$ cat src/rtl/mem_req_responder.sv
// Multi-cycle data-memory responder for the MEM stage: one load/store in flight,
// completed after LATENCY cycles with a one-cycle ack, stalling the pipeline meanwhile.
module mem_req_responder #(
    parameter int unsigned DEPTH   = 32,
    parameter int unsigned LATENCY = 3
) (
    input  logic        clk_i,
    input  logic        rst_i,
    input  logic        req_i,
    input  logic        we_i,
    input  logic [31:0] addr_i,
    input  logic [31:0] wdata_i,
    output logic        stall_o,
    output logic        ack_o,
    output logic [31:0] rdata_o,
    output logic        err_o
);

    localparam int unsigned IDX_W    = $clog2(DEPTH);
    localparam logic [3:0]  CNT_INIT = (LATENCY >= 32'd2) ? 4'(LATENCY - 32'd2) : 4'd0;
    localparam bit          LAT_ONE  = (LATENCY == 32'd1);

    typedef enum logic [1:0] {
        ST_IDLE = 2'b00,
        ST_WAIT = 2'b01,
        ST_DONE = 2'b10
    } state_t;

    state_t             r_state;
    logic [3:0]         r_cnt;
    logic               r_we;
    logic [31:0]        r_addr;
    logic [31:0]        r_wdata;
    logic               r_ack;
    logic               r_err;
    logic [31:0]        r_rdata;
    logic [31:0]        r_mem [DEPTH];

    logic               w_op_we;
    logic [31:0]        w_op_addr;
    logic [31:0]        w_op_wdata;
    logic               w_done_entry;
    logic               w_fault;
    logic [IDX_W-1:0]   w_idx;
    logic               w_mem_we;
    logic [31:0]        w_rd_word;

    // Misaligned word access or a word index beyond the array both fault.
    function automatic logic f_is_fault(input logic [31:0] addr);
        return (addr[1:0] != 2'b00) || ({2'b00, addr[31:2]} >= DEPTH);
    endfunction

    // Select the operation fields: live inputs when completing straight out of IDLE, latched copy otherwise.
    always_comb begin
        w_op_we    = r_we;
        w_op_addr  = r_addr;
        w_op_wdata = r_wdata;
        if (r_state == ST_IDLE) begin
            w_op_we    = we_i;
            w_op_addr  = addr_i;
            w_op_wdata = wdata_i;
        end else begin
            w_op_we    = r_we;
            w_op_addr  = r_addr;
            w_op_wdata = r_wdata;
        end
    end

    assign w_done_entry = ((r_state == ST_IDLE) && req_i && LAT_ONE) ||
                          ((r_state == ST_WAIT) && (r_cnt == 4'd0));
    assign w_fault      = f_is_fault(w_op_addr);
    assign w_idx        = w_op_addr[IDX_W+1:2];
    assign w_mem_we     = w_done_entry && !w_fault && w_op_we;
    assign w_rd_word    = r_mem[w_idx];

    // Word array: not reset; a store commits only on the edge that enters DONE.
    always_ff @(posedge clk_i) begin
        if (w_mem_we && rst_i) begin
            r_mem[w_idx] <= w_op_wdata;
        end
    end

    // Request FSM with registered ack/err/rdata.
    always_ff @(posedge clk_i or negedge rst_i) begin
        if (!rst_i) begin
            r_state <= ST_IDLE;
            r_cnt   <= 4'd0;
            r_we    <= 1'b0;
            r_addr  <= 32'd0;
            r_wdata <= 32'd0;
            r_ack   <= 1'b0;
            r_err   <= 1'b0;
            r_rdata <= 32'd0;
        end else begin
            case (r_state)
                ST_IDLE: begin
                    if (req_i) begin
                        r_we    <= we_i;
                        r_addr  <= addr_i;
                        r_wdata <= wdata_i;
                        if (LAT_ONE) begin
                            r_state <= ST_DONE;
                        end else begin
                            r_cnt   <= CNT_INIT;
                            r_state <= ST_WAIT;
                        end
                    end else begin
                        r_state <= ST_IDLE;
                    end
                end
                ST_WAIT: begin
                    if (r_cnt == 4'd0) begin
                        r_state <= ST_DONE;
                    end else begin
                        r_cnt   <= r_cnt - 4'd1;
                        r_state <= ST_WAIT;
                    end
                end
                ST_DONE: begin
                    r_ack   <= 1'b0;
                    r_err   <= 1'b0;
                    r_state <= ST_IDLE;
                end
                default: begin
                    r_ack   <= 1'b0;
                    r_err   <= 1'b0;
                    r_state <= ST_IDLE;
                end
            endcase

            // Completion results land on the same edge that enters DONE.
            if (w_done_entry) begin
                r_ack <= 1'b1;
                if (w_fault) begin
                    r_err   <= 1'b1;
                    r_rdata <= 32'd0;
                end else begin
                    r_err <= 1'b0;
                    if (!w_op_we) begin
                        r_rdata <= w_rd_word;
                    end
                end
            end
        end
    end

    assign stall_o = ((r_state == ST_IDLE) && req_i) || (r_state == ST_WAIT);
    assign ack_o   = r_ack;
    assign err_o   = r_err;
    assign rdata_o = r_rdata;

endmodule

$ cat config.mk
export PLATFORM = sky130hd
export DESIGN_NAME = mem_req_responder
export DESIGN_NICKNAME = d
export VERILOG_FILES = /design/src/rtl/mem_req_responder.sv
export SDC_FILE = /design/constraint.sdc
export NUM_CORES = 1
export LEC_CHECK = 0
export ABC_AREA = 1
export CAP_MARGIN = 15
export CELL_PAD_IN_SITES_DETAIL_PLACEMENT = 1
export CELL_PAD_IN_SITES_GLOBAL_PLACEMENT = 2
export CORE_MARGIN = 2
export CORE_UTILIZATION = 43
export DETAILED_ROUTE_END_ITERATION = 16
export PLACE_DENSITY = 0.9
export SLEW_MARGIN = 20
export SYNTH_ARGS = -nofsm -noshare
export SYNTH_HDL_FRONTEND = slang
export SYNTH_SLANG_ARGS = --single-unit
$ cat constraint.sdc
create_clock -name clk_i -period 9.9 [get_ports clk_i]
set_input_delay 1.485 -clock clk_i [delete_from_list [all_inputs] [get_ports clk_i]]
set_output_delay 1.485 -clock clk_i [all_outputs]
set_load 0.02 [all_outputs]
==> results of run 1 <==
synthesized netlist by cell type (4+ instances only):
master	instances
nor2_1	104
clkbuf_1	60
inv_1	942
nand3b_1	94
dfrtp_1	105
inv_2	8
mux2_2	6
edfxtp_1	1024
nor3_4	7
buf_1	27
o21ai_2	5
nor3_1	26
buf_4	27
a21oi_1	6
nand3_1	85
nand2_2	4
buf_2	117
nand2_1	2669
nand4_1	5
buf_6	4
o21ai_0	123
worst register-to-register path: stages, from the launching register on:
cell and delay [ns]:
dfrtp_1 0.47, inv_2 0.10, nand2_4 0.37, buf_4 0.74, o21ai_2 0.30, nor3_4 0.22, buf_4 0.51, inv_1 0.30
nor3_2 0.92, buf_4 0.59
layout make-up:
cell class,instances,area [sq um]
repair buffers,193,1886
inverters,950,3573
well taps,1536,1922
fillers,13200,59740
clock inverters,51,467.9
multi-input cells,3145,13270
flip-flops and latches,1129,33380
clock buffers,176,3377
sequential cells by signal, indices dropped and copies added (netlist names):
register,cells
err_o,1
r_addr,32
r_we,1
r_cnt,4
ack_o,1
r_wdata,32
rdata_o,32
r_mem,1024
r_state,2
stage by stage:
stage,power (W),cell area (sq um)
after global routing,0.01919,57870
after global placement,0.01348,53810
after floorplan,0.01087,50820
after detailed placement,0.01367,53810
final,0.01821,57870
after CTS,0.01816,57660
final timing paths:
path	endpoint	slack, ns
setup / recovery	rdata_o[30]	4.85
max in group asynchronous	rdata_o[18]	7.38
setup reg to reg	r_mem[18][14]	5.00
min in group asynchronous	r_addr[13]	0.96
hold / removal	rdata_o[18]	0.48
hold reg to reg	rdata_o[18]	0.48
report_power, final:
part	leakage, nW	total, W	internal [W]	switching, W
logic	14.5	0.00748	0.00168	0.00581
clock network	1.87	0.00445	0.00254	0.00191
registers	10.6	0.00628	0.00619	0.0000890
layer usage:
metal | vias to the layer above | part of all wire, % | global-route usage, %
met5 | - | 0.028 | 0
met4 | 6 | 2.9 | 7.395
met3 | 284 | 6.5 | 4.269
met2 | 1100 | 48 | 44.45
met1 | 18530 | 42 | 34.84
li1 | 16920 | - | -
layout by cell type (no fill, tap or decap), types with 8 or more instances in the layout:
cell,synthesis,routed
buf_12,0,8
buf_4,27,79
clkbuf_1,60,43
clkbuf_16,0,123
clkbuf_8,0,10
clkdlybuf4s50_1,0,101
clkinv_1,0,16
clkinv_2,0,18
dfrtp_1,105,105
edfxtp_1,1024,1024
inv_1,942,942
nand2_1,2669,2666
nand3_1,85,85
nand3b_1,94,94
nor2_1,104,94
nor2_4,0,10
nor3_2,2,22
nor3_4,7,9
o21ai_0,123,91
o21ai_2,5,12
o21ai_4,1,26
logic make-up (layout without fill, tap and decap cells):
| kind of cell | count (synthesis) | after routing | synth area share (%) |
|---|---|---|---|
| xor+xnor | 1 | 1 | 0.01724 |
| buf+inv | 1185 | 1370 | 9.300 |
| simple gates | 2999 | 2999 | 23.42 |
| mux | 6 | 6 | 0.1329 |
| flops | 1129 | 1129 | 65.68 |
| fa+ha+maj | 1 | 1 | 0.02462 |
| compound gates | 138 | 138 | 1.423 |
==> flow_summary.ini, run 1 <==
[outcome]
status = finished clean

[setup_path]
cpPeakStageDelay_ns = 0.81
r2r_cells = 9
startpoint = addr_i[2]
crit_chain = clkdlybuf4s50_1 > inv_1 > nand2_2 > buf_4 > nand2_4 > buf_4 > buf_12 > nand2_1 > nand2_1 > nand2_1 > nand2_1 > nand2_1 > nand2_1 > nor2_1 > nand2_1 > nand2_1 > nand2_1
end_kind = flop
cp.buffers_inverters = 5
critPathSlowestCell = buf_12
cp.required_ns = 10.56
cpMostUsedCell = nand2_1
critPathKind = in2reg
crit_arrival_ns = 5.71
cpLargestDelayFamily = buffers and inverters
rr_startpoint = r_state[1]
startpoint_type = input pin
cp_max_fo = 204
cp.depth = 17

[synth]
synth_top_area_share_pct = 60.51
ys_seq_area_share_pct = 65.68
synthArstFlopShare_pct = 9.300
synth-main-ff-cell = edfxtp_1
yosysTopAreaCell = edfxtp_1
synth.area.top_cells = edfxtp_1, nand2_1, inv_1
avgSynthCellArea_sq_um = 9.309
yosysUniqueCellTypes = 29
ys_seq_elements = 1129
syn_nets = 5528
synth_cells = 5459
synth_warnings = 0
synth_edf_count = 1024
synth_area_sq_um = 50820

[routing]
drt-total-wl_microns = 158600
ant_nets = 0
first_pass_iters = 5
via_per_inst = 5.131
drtIter0Drc = 2927
route.detailed.drc = 0
avgRoutedWirePerCell_microns = 22.09
vias = 36840

[global_routing]
grt_max_degree = 233
globalRouteOverflowTotal = 0
antenna_found_initial = 9
grt_use_total_pct = 26.22
grt_pass1_wl_microns = 237400
grt_pass1_vias = 38710

[cts]
cts_max_path_buffers = 3
clock_latency_ns = 0.73
cts_hold_buf = 0
cts_tree = done
clkTransAtPathRegs_ns = 0.06
cts_setup_buffers = 0
root_buffer = clkbuf_16
post_cts_resized = 0
clkSinkCount = 1129
cts.htree.levels = 3
cts_made_buffers = 121

[timing]
finalMaxSlewViolations = 0
tightest_slew_ns = 1.119
hold_ws_ns = 0.4825
fmax_mhz = 197.9
skew_ns = 0.02225
setup_ws_ns = 4.848
setup_viol = 0
slew_headroom_pct = 25.09
rsz0062_at_grt = false
fin_crit_ns = 5.052
fin_setup_tns_ns = 0
min_period_over_period_pct = 51.03
final_hold_viol_count = 0

[floorplanning]
rows = 126
core_sq_um = 117600
die_x_microns = 347.8
dieArea_sq_um = 120900
pin_count = 103
start_util_pct = 43.21
die_y_microns = 347.8

[finish]
finalNonFillerCells = 7180
area_delta_synth_final_pct = 13.88
nets = 5609
antenna_cells = 0
fin_util_pct = 49.21
drive_gt1_share_pct = 6.432

[worst_hold_path]
holdPathStages = 2
hold_path.class = reg2reg
min-delay-start = rdata_o[18]

[placed_design]
dp_slack_ns = 4.162
place_congestion = 0.8014
hpwl_microns = 87780
post-place-cells = 6944
port_buffers = 102

[power_and_ir_drop]
power.density_nw_per_um2 = 314.7
vdd_ir_drop_max_uv = 329.0
p_leak_nw = 27.00

[run]
maxCapViolations = 0
No activity file was read; power rests on OpenSTA's default activity.
==> run 2, diff against run 1 <==
CORE_UTILIZATION = 40   (was 43)
PLACE_DENSITY = 0.85   (was 0.9)
clock period = 5.3 ns   (was 9.9 ns; I/O delays follow)
==> run 2 against run 1 <==
Effect of this change:
- non-clock buffer count rose by 16
- final area grew 0.97%
- clock-buffer cell count is 2 lower
- hold slack got worse by 0.44 ns
- clock skew increased by 0.012 ns
- core utilization is 2.8 points lower
- register-to-register slack lost 3.5 ns
- power is 88% higher
- critical endpoint is now r_mem[13][23]
==> flow_summary.ini, run 2 (synthesized netlist as in run 1, its figures left out) <==
[timing]
slew_headroom_pct = 20.07
finalMaxSlewViolations = 0
final_hold_viol_count = 0
fin_setup_tns_ns = 0
tightest_slew_ns = 1.194
fin_crit_ns = 3.813
hold_ws_ns = 0.03784
min_period_over_period_pct = 71.94
skew_ns = 0.03460
setup_viol = 0
rsz0062_at_grt = false
fmax_mhz = 262.3

[setup_path]
critPathSlowestCell = buf_12
crit_arrival_ns = 4.16
r2r_setup_slack_ns = 1.49
crit_chain = nor2_8 > nand2_1 > o21ai_4 > buf_12 > nand2_1 > nor3_2 > buf_4
r2r_cells = 7
cp_max_fo = 139
cp.required_ns = 5.65
end_kind = flop
critPathKind = reg2reg
cpPeakStageDelay_ns = 0.60
startpoint_type = flop
cpMostUsedCell = nand2_1

[routing]
drt-total-wl_microns = 159000
vias = 36540
first_pass_iters = 6
avgRoutedWirePerCell_microns = 21.74
route.detailed.drc = 0
ant_nets = 0
via_per_inst = 4.998
drtIter0Drc = 3081

[placed_design]
post-place-cells = 7081
hpwl_microns = 92000
place_congestion = 0.7843
port_buffers = 102

[cts]
clkSinkCount = 1129
cts.htree.levels = 4
cts_setup_buffers = 0
post_cts_resized = 0
clkTransAtPathRegs_ns = 0.05
cts_hold_buf = 0
cts_made_buffers = 130
root_buffer = clkbuf_16
cts_tree = done
cts_max_path_buffers = 3
clock_latency_ns = 0.74

[floorplanning]
die_x_microns = 360.4
core_sq_um = 125900
dieArea_sq_um = 129900
start_util_pct = 40.36
die_y_microns = 360.4
rows = 130
pin_count = 103

[power_and_ir_drop]
vdd_ir_drop_max_uv = 732.3
p_leak_nw = 27.22
total_power_w = 0.03428
power.density_nw_per_um2 = 586.6

[global_routing]
grt_max_degree = 146
globalRouteOverflowTotal = 0
grt_use_total_pct = 24.58
grt_pass1_vias = 37820
grt_pass1_wl_microns = 237100
antenna_found_initial = 11

[finish]
finalNonFillerCells = 7311
multi_input_area_sq_um = 13250
final.fill_count = 14200
mostFrequentLayoutCells = nand2_1, edfxtp_1, inv_1, clkbuf_16, dfrtp_1
area_delta_synth_final_pct = 14.99
layout_commonest_cell = nand2_1
antenna_cells = 0
ff_latch_area_sq_um = 33380
nets = 5634
largest_register = r_mem
largest_register_ffs = 1024
drive_gt1_share_pct = 6.907

[run]
maxCapViolations = 0

[outcome]
status = finished clean

[worst_hold_path]
hold_path.class = in2async
==> run 2: cell type report <==
class,count,area share (%)
timing repair buffer,209,3.520
tap,1650,3.533
sequential,1129,57.12
inverter,950,6.115
clock buffer,174,6.188
multi-input combinational,3145,22.68
clock inverter,54,0.8415
==> run 2: worst paths after layout <==
path                                       to  startpoint
worst max-delay path            r_mem[13][23]  r_state[1]
worst min-delay path               r_addr[11]       rst_i
worst max register to register  r_mem[13][23]  r_state[1]
worst min register to register     r_wdata[4]  r_wdata[4]
max in group asynchronous          rdata_o[0]       rst_i
min in group clk_i                 r_wdata[4]  r_wdata[4]
==> run 2: worst max-delay path: cells and delay by family (launching register included) <==
kind / cells / cell delay [ns]
and+or+nand+nor: 4 / 1.53
buffers and inverters: 2 / 1.14
DFF: 1 / 0.45
AOI/OAI and AO/OA: 1 / 0.18
==> run 2: routing by layer <==
metal	routed length (microns)	vias up	track usage, %
met5	112	-	0
met4	6140	10	9.418
met3	9868	297	4.140
met2	75710	990	40.84
met1	67150	18260	32.22
li1	-	16980	-
==> run 2: report_power, final <==
part	switching (W)	leakage [nW]	internal, W
clock	0.00364	2.00	0.00517
sequential	0.000161	10.6	0.0116
combinational	0.0107	14.6	0.00305
total	0.0145	27.2	0.0198
==> run 2: metrics by stage <==
stage / cell area (sq um) / util, % / setup WS [ns]
floorplan: 50820 / - / 0.8579
CTS: 58370 / 46.37 / 1.458
global placement: 54270 / 43.10 / 1.084
global route: 58430 / 46.41 / 1.299
finish: 58430 / 46.41 / 1.487
detailed placement: 54270 / 43.10 / 1.073
